## config.mk

```make
export PLATFORM = sky130hd
export DESIGN_NAME = stream_mux_arb
export DESIGN_NICKNAME = d
export VERILOG_FILES = /design/src/rtl/stream_mux_arb.sv
export SDC_FILE = /design/constraint.sdc
export NUM_CORES = 1
export LEC_CHECK = 0
export BUFFER_PORTS_ARGS = -buffer_cell sky130_fd_sc_hd__buf_2
export CORE_MARGIN = 2
export CORE_UTILIZATION = 47
export CTS_BUF_LIST = sky130_fd_sc_hd__clkbuf_8
export CTS_CLUSTER_SIZE = 12
export DETAILED_ROUTE_END_ITERATION = 10
export GPL_ROUTABILITY_DRIVEN = 0
export HOLD_SLACK_MARGIN = 0.12
export PLACE_DENSITY = 0.82
export SLEW_MARGIN = 30
export SYNTH_ARGS = -nofsm -noshare
export SYNTH_HDL_FRONTEND = slang
export SYNTH_SLANG_ARGS = --single-unit
export TNS_END_PERCENT = 5
```

## constraint.sdc

```tcl
create_clock -name clk_in -period 2.74 [get_ports clk_in]
set_input_delay 0.548 -clock clk_in [delete_from_list [all_inputs] [get_ports clk_in]]
set_output_delay 0.548 -clock clk_in [all_outputs]
set_load 0.01 [all_outputs]
```

## src/rtl/stream_mux_arb.sv

```systemverilog
// N-channel valid/ready stream multiplexer with packet-locked arbitration
// (external select, fixed priority or round-robin) and a registered output stage.
module stream_mux_arb #(
  parameter int N_CH = 4,
  parameter int W = 8,
  parameter int MODE = 2,
  localparam int SW = $clog2(N_CH)
) (
  input  logic              clk_in,
  input  logic              rst_n_in,
  input  logic [N_CH*W-1:0] d_in,
  input  logic [N_CH-1:0]   valid_in,
  input  logic [N_CH-1:0]   last_in,
  output logic [N_CH-1:0]   ready_out,
  input  logic [SW-1:0]     sel_in,
  output logic [W-1:0]      y_out,
  output logic              y_last_out,
  output logic [SW-1:0]     y_ch_out,
  output logic              y_valid_out,
  input  logic              y_ready_in
);

  typedef enum logic {IDLE, LOCKED} state_t;

  state_t        state, state_nxt;
  logic [SW-1:0] lock_ch, rr_ptr, g;
  logic          grant_valid, load, accept, g_valid, g_last;
  logic [W-1:0]  g_data;
  int            idx;

  assign load   = !y_valid_out || y_ready_in;
  assign accept = load && grant_valid && g_valid;

  // While locked the grant is frozen; otherwise it is chosen afresh per MODE
  always_comb begin
    g = '0;
    grant_valid = 1'b0;
    idx = 0;
    if (state == LOCKED) begin
      g = lock_ch;
      grant_valid = 1'b1;
    end else if (MODE == 0) begin
      g = sel_in;
      grant_valid = (int'(sel_in) < N_CH);
    end else if (MODE == 1) begin
      for (int i = N_CH - 1; i >= 0; i--) begin
        if (valid_in[i]) begin
          g = SW'(i);
          grant_valid = 1'b1;
        end
      end
    end else begin
      for (int k = N_CH - 1; k >= 0; k--) begin
        idx = int'(rr_ptr) + k;
        if (idx >= N_CH) idx = idx - N_CH;
        if (valid_in[idx]) begin
          g = SW'(idx);
          grant_valid = 1'b1;
        end
      end
    end
  end

  always_comb begin
    g_valid = 1'b0;
    g_last  = 1'b0;
    g_data  = '0;
    for (int i = 0; i < N_CH; i++) begin
      if (g == SW'(i)) begin
        g_valid = valid_in[i];
        g_last  = last_in[i];
        g_data  = d_in[i*W +: W];
      end
    end
  end

  always_ff @(posedge clk_in or negedge rst_n_in) begin
    if (!rst_n_in) state <= IDLE;
    else           state <= state_nxt;
  end

  always_comb begin
    state_nxt = state;
    case (state)
      IDLE:    if (accept && !g_last) state_nxt = LOCKED;
      LOCKED:  if (accept && g_last)  state_nxt = IDLE;
      default: state_nxt = IDLE;
    endcase
  end

  // Ready is masked during reset so no producer sees a handshake it cannot complete
  always_comb begin
    ready_out = '0;
    for (int i = 0; i < N_CH; i++)
      ready_out[i] = rst_n_in && load && grant_valid && (g == SW'(i));
  end

  always_ff @(posedge clk_in or negedge rst_n_in) begin
    if (!rst_n_in) begin
      y_out       <= '0;
      y_last_out  <= 1'b0;
      y_ch_out    <= '0;
      y_valid_out <= 1'b0;
      lock_ch     <= '0;
      rr_ptr      <= '0;
    end else begin
      if (accept) begin
        y_out       <= g_data;
        y_last_out  <= g_last;
        y_ch_out    <= g;
        y_valid_out <= 1'b1;
      end else if (load) begin
        y_valid_out <= 1'b0;
      end
      if (accept && state == IDLE) lock_ch <= g;
      if (accept && g_last) rr_ptr <= (g == SW'(N_CH - 1)) ? '0 : g + 1'b1;
    end
  end

endmodule

```

==> results of run 1 <==
==> registers in the layout (all words and copies together), names as in the netlist, named ones only <==
signal and count:
lock_ch 2, rr_ptr 2, y_ch_out 2, y_last_out 1, y_out 8, y_valid_out 1
==> through the flow <==
stage	area [um^2]	power, mW	std cells	setup TNS, ps
6_report	1708	2.597	230	0
5_1_grt	1708	2.796	230	0
4_1_cts	1692	2.569	229	0
3_5_place_dp	1645	2.377	225	-1120
3_3_place_gp	1645	2.289	225	-46.99
2_1_floorplan	1216	1.785	125	0
==> cells by family after synthesis <==
kind of cell	after synthesis	share of synthesized area, %
compound gates	32	20.99
simple gates	41	16.26
buf+inv	15	6.584
fa+ha+maj	4	4.115
flops	17	34.98
mux	16	17.08
==> power by group through the flow <==
stage | clock [mW] | combinational, mW | sequential (mW)
global placement | 0 | 1.82 | 0.465
detailed placement | 0 | 1.90 | 0.477
CTS | 0.187 | 1.91 | 0.475
finish | 0.182 | 1.94 | 0.473
global route | 0.199 | 2.11 | 0.489
floorplan | 0 | 1.28 | 0.503
==> worst min-delay path by stage <==
stage | from | to | slack (ps) | depth (start not counted)
after floorplan | rst_n_in | async pin | 250 | 0
after global placement | y_out[5] | y_out[5] | 490 | 1
after detailed placement | y_out[6] | y_out[6] | 490 | 1
after CTS | rst_n_in | async pin | 240 | 1
after global routing | rst_n_in | async pin | 250 | 1
final | rst_n_in | async pin | 230 | 1
==> cell type report <==
cell class	count	area share (%)
clock buffers	3	2.418
clock inverters	1	0.2930
inverters	9	1.978
multi-input cells	93	42.12
flip-flops and latches	17	24.91
well taps	30	2.198
repair buffers	77	26.08
==> worst register-to-register path, stage by stage, from the launching register on <==
cell       delay (ps)
dfrtp_1           390
or2b_1            230
a21boi_0          290
o41ai_2           120
buf_4             170
ha_1              280
buf_4             220
a221oi_2          250
o2111ai_1         210
mux2_2            300
==> per-layer routing <==
layer,global-route usage (%),share of wire [%],up-vias
li1,-,-,606
met4,3.750,0.26,0
met5,0,0,-
met2,43.25,55,44
met1,28.69,39,621
met3,5.738,5.6,2
==> repair_timing <==
item | in CTS | in global routing
endpoints found under the setup margin | 0 | 17
resized for setup | 0 | 3
buffers inserted | 0 | 1
==> placed cells by master, fill, tap and decap left out, drive strengths merged, types with 3 or more instances in the layout <==
cell | netlist | routed
a21oi | 8 | 8
ha | 4 | 4
and3 | 3 | 3
nand2b | 3 | 3
buf | 4 | 77
nand2 | 12 | 12
inv | 8 | 8
o31ai | 7 | 7
nor2 | 12 | 12
a221oi | 9 | 9
mux2 | 14 | 14
clkbuf | 2 | 3
dfrtp | 17 | 17
==> run metrics, run 1 <==
Worst Path Required 2190 ps; worst skew pair latency between 200 and 300 ps; crit path capture ready_out[1]; Final setup viols 0; hold crit path type input port to async pin; Final min period 2653 ps; first-pass GRT wire length slightly above 5000 um; Critical Path, Cell by Cell buf_2 -> or2b_1 -> a21boi_0 -> o41ai_2 -> buf_4 -> ha_2 -> buf_4 -> and3_1 -> buf_2; Filler cells 198; DR pass1 iterations 4; final period utilization 96.81%; worst slack at placement -126.1 ps; core area about 2500 um^2; most frequent cell after synthesis dfrtp_1; remaining antenna violation count 0; cell area after synthesis around 1200 um^2; hpwl dp ~2800 um; WL final around 3400 um; clock power share under 10%; critical path fanouts, max 7; RSZ-0062 raised after global routing false; IO Count 61; worst clock skew just under 6 ps; multi-input logic area slightly above 700 um^2; synth cell count leaders dfrtp_1 (17), nand2_1 (12), nor2_1 (12), a221oi_1 (8), mux2_4 (8); leakage power 0.8892 nW; cts hold-fix bufs 0; Int Pwr around 1.6 mW; synthesized netlist cell count 125; H-Tree Level Count 1; R2R cell count 9; NumNets Final 250; global route total overflow 0; total number of vias 1,273; cts bufs inserted 3; Largest delay share family, worst path buffers and inverters; Post-synth EDFFs 0; Hold Worst Slack between 200 and 250 ps; CP Capture Type primary output; Core Rows 18; number of max-cap violations 0; Final Core Density 69.57%; Residual DRC 0; Root Driver clkbuf_8; Tot GR Track Use a little under a quarter; synth warn 0; port bufs 58; Slew Viols, Final 0; top cells by area, synth dfrtp_1 (35%), mux2_4 (9.9%), a221oi_1 (5.8%); Crit-path slowest cell a21boi_0; arrival time at the worst endpoint ~2100 ps; Synth async-reset ratio between 90% and 100%; Max transition margin 71.57%; sequential share of the synthesized area a little over a third; Crit Path Class input port to primary output; Wirelength per Cell about 15 um; status completed; FF+latch area 425.4 um^2; RR Startpoint rr_ptr[0]; Initial Util slightly below 50%; final antenna diode count 0; fmax around 380 MHz; Slew @ Worst Pin between 400 and 500 ps; reg2reg setup slack between 150 and 200 ps; Net Switching 1.041 mW; vias per inst 5.535; synth unique cells 37; stages on the worst setup path 9; DR iter-0 viols 31; area share of the largest cell type after synthesis about a third; Worst-path clk slew around 70 ps; Clock Sinks 17; PwrDens about 1500 nW/um^2; largest net degree at the start of global routing 21; clock buffer depth 2; WP buf/inv 4; worst setup path startpoint valid_in[2]; biggest area consumer among synthesized cells dfrtp_1; Logic pwr share 74.8%; Hold Vio Cnt, Final 0; R2R Path End rr_ptr[1]; CTS tree done; #FFs+latches synth 17; Avg Cell Area, Syn between 9 and 10 um^2; peak supply drop ~1.1 mV; vias in the first global route 1,156; Die Y about 55 um; net count after synthesis about 170; die width 54.87 um; area delta synth->final 40.43%; Sw Share approximately two fifths; Crit path largest cell delay just under 300 ps; Die Area approximately 3000 um^2; Top FF cell, synth dfrtp_1; CP startpoint kind input port; Sequential Power Share 18.2%; share of layout cells above drive strength 1 52.00%; initial antenna violation count 0; PnR worst setup slack 87.43 ps
No activity file was read; power rests on OpenSTA's default activity.
==> run 2, diff against run 1 <==
--- a/config.mk
+++ b/config.mk
@@ -5,6 +5,7 @@
 export SDC_FILE = /design/constraint.sdc
 export NUM_CORES = 1
 export LEC_CHECK = 0
+export ABC_AREA = 0
 export BUFFER_PORTS_ARGS = -buffer_cell sky130_fd_sc_hd__buf_2
 export CORE_MARGIN = 2
 export CORE_UTILIZATION = 47
@@ -13,7 +14,7 @@
 export DETAILED_ROUTE_END_ITERATION = 10
 export GPL_ROUTABILITY_DRIVEN = 0
 export HOLD_SLACK_MARGIN = 0.12
-export PLACE_DENSITY = 0.82
+export PLACE_DENSITY = 0.9
 export SLEW_MARGIN = 30
 export SYNTH_ARGS = -nofsm -noshare
 export SYNTH_HDL_FRONTEND = slang
==> run 2 against run 1 <==
  * The run now ends with negative setup slack left
  * Setup slack worse by 120 ps
  * Final area rose by 8.8%
  * Via count rose by 12%
  * First-iteration DRC count rose by 19%
  * Count of clock-buffer cells in the layout stayed put
  * Non-clock buffer count is 10 higher
  * Final cell count rose by 4.3%
  * Largest cell class unchanged
  * Core utilization increased by 6.1 points
  * Global-route usage grew 5.3 points
==> run metrics, run 2 (synthesis gave the netlist of run 1 again) <==
worst slack at placement -272.7 ps (was -126.1 ps); Int Pwr 1.718 mW (was 1.556 mW); Initial Util 49.54% (unchanged); cts hold-fix bufs 0 (unchanged); Largest delay share family, worst path compound AO/OA/AOI/OAI gates (was buffers and inverters); R2R cell count 11 (was 9); Residual DRC 0 (unchanged); H-Tree Level Count 1 (unchanged); Tot GR Track Use 29.19% (was 23.89%); Logic pwr share 77.2% (was 74.8%); final period utilization 101.2% (was 96.81%); first-pass GRT wire length 6147 um (was 5092 um); fmax 360.7 MHz (was 377.0 MHz); worst skew pair latency 250 ps (about the same); failing checks negative setup slack; post-placement cell area 1690 um^2 (was 1645 um^2); Crit-path slowest cell dfrtp_1 (was a21boi_0); Slew Viols, Final 0 (unchanged); RSZ-0062 raised after global routing true (was false); Hold Vio Cnt, Final 0 (unchanged); commonest non-fill, non-tap cell in the layout buf_2 (unchanged); status complete, but fails checks (was completed); Die Y 54.87 um (unchanged); total number of vias 1,426 (was 1,273); die width 54.87 um (unchanged); Wirelength per Cell 18.31 um (was 14.85 um); PnR worst setup slack -32.30 ps (was 87.43 ps); WL final 4395 um (was 3415 um); Largest register FFs 8 (unchanged); post-route insts no fill 240 (was 230); arrival time at the worst endpoint 2220 ps (was 2100 ps); vias in the first global route 1,328 (was 1,156); initial antenna violation count 0 (unchanged); largest net degree at the start of global routing 13 (was 21); reg2reg setup slack 60 ps (was 160 ps); final antenna diode count 0 (unchanged); CP Capture Type primary output (unchanged); Max transition margin 73.09% (was 71.57%); clock power share 6.5% (was 7.0%); Sw Share 41.37% (was 40.10%); clock buffer depth 2 (unchanged); Worst-path clk slew 70 ps (about the same); post-route cell area 1858 um^2 (was 1708 um^2); hold crit path type input port to async pin (unchanged); IO Count 61 (unchanged); worst clock skew 3.831 ps (was 5.783 ps); port bufs 58 (unchanged); hpwl dp 2976 um (was 2784 um); Most flops, register y_out (unchanged); Die Area 3011 um^2 (unchanged); Crit path largest cell delay 440 ps (was 290 ps); Final setup viols 2 (was 0); CTS tree done (unchanged); leakage power 0.9473 nW (was 0.8892 nW); commonest cells after routing, fill and taps aside buf_2 (58), buf_4 (27), dfrtp_1 (17) (was buf_2 (58), buf_4 (18), dfrtp_1 (17)); placed cells 231 (was 225); CP dominant cell by count buf_4; Root Driver clkbuf_8 (unchanged); Critical Path, Cell by Cell a21oi_2 -> o21ai_2 -> a221oi_2 -> inv_2 -> buf_4 -> ha_2 -> buf_4 -> and3_1 -> buf_2 (was buf_2 -> or2b_1 -> a21boi_0 -> o41ai_2 -> buf_4 -> ha_2 -> buf_4 -> and3_1 -> buf_2); Final min period 2772 ps (was 2653 ps); CP startpoint kind register (was input port); global route total overflow 0 (unchanged); critical path fanouts, max 4 (was 7); Clock Sinks 17 (unchanged); Slew @ Worst Pin 403.6 ps (was 426.4 ps); remaining antenna violation count 0 (unchanged); PwrDens 1577 nW/um^2 (was 1521 nW/um^2); DR iter-0 viols 37 (was 31); stages on the worst setup path 9 (unchanged); Net Switching 1.212 mW (was 1.041 mW); cts bufs inserted 3 (unchanged); Worst Path Required 2190 ps (about the same); WP buf/inv 4 (unchanged); NumNets Final 260 (was 250); Core Rows 18 (unchanged); worst setup path startpoint rr_ptr[1] (was valid_in[2]); core area 2455 um^2 (unchanged); Sequential Power Share 16.3% (was 18.2%); number of max-cap violations 0 (unchanged); Total Power 2.930 mW (was 2.597 mW); area delta synth->final 52.78% (was 40.43%); crit path capture ready_out[0] (was ready_out[1]); DR pass1 iterations 4 (unchanged); share of layout cells above drive strength 1 60.95% (was 52.00%); RR Startpoint rr_ptr[1] (was rr_ptr[0]); peak supply drop 1.251 mV (was 1.132 mV); R2R Path End y_out[4] (was rr_ptr[1]); Crit Path Class register to primary output (was input port to primary output); vias per inst 5.942 (was 5.535)
[run 2: cell count changes in the layout (fill, tap and decap cells not counted), moves of 2 or more]
cell / delta
a21oi_1: -3
buf_4: +9
inv_2: +3
ha_1: -3
ha_4: +2
a21oi_2: +3
[run 2: repair_timing]
item | in CTS | in global routing
buffers inserted | 3 | 2
gates resized for setup | 9 | 14
endpoints found under the setup margin | 6 | 21
pin swaps | 2 | 3
[run 2: power groups by stage]
stage          registers [mW]  clock network (mW)  logic [mW]
6_report                0.478               0.190        2.26
5_1_grt                 0.489               0.200        2.42
4_1_cts                 0.471               0.187        2.09
3_5_place_dp            0.472                   0        1.96
3_3_place_gp            0.466                   0        1.87
2_1_floorplan           0.503                   0        1.28
[run 2: how the worst min path moves through the flow]
stage / startpoint / end / slack [ps] / cells after the start
final: rst_n_in / y_out[5] / 160 / 1
after global routing: rst_n_in / y_out[5] / 170 / 1
after CTS: rst_n_in / y_out[5] / 160 / 1
after detailed placement: rst_n_in / y_out[5] / 430 / 1
after global placement: rst_n_in / y_out[5] / 420 / 1
after floorplan: rst_n_in / async pin / 250 / 0
[run 2: final cells by class]
cell class                 count  area, um^2
clock buffer                   3       41.29
fill                         149       596.8
multi-input combinational     93       792.0
clock inverter                 1       3.754
tap                           30       37.54
sequential                    17       425.4
inverter                       9       33.78
timing repair buffer          87       524.3
[run 2: routing by layer]
metal  global-route usage [%]  vias up  wire, um
met5                        0        -         0
met4                    13.75        0       159
met3                    4.918       21       207
met2                    50.99       67      2389
met1                    34.23      712      1639
li1                         -      626         -
[run 2: per-stage QoR]
stage                     hold slack [ps]  util, %  setup TNS (ps)
after floorplan                     252.4        -               0
after global placement              422.4    68.86           -1204
after detailed placement            433.0    68.86           -4021
after CTS                           164.3    73.34               0
after global routing                174.2    75.69          -404.1
final                               160.5    75.69          -64.48
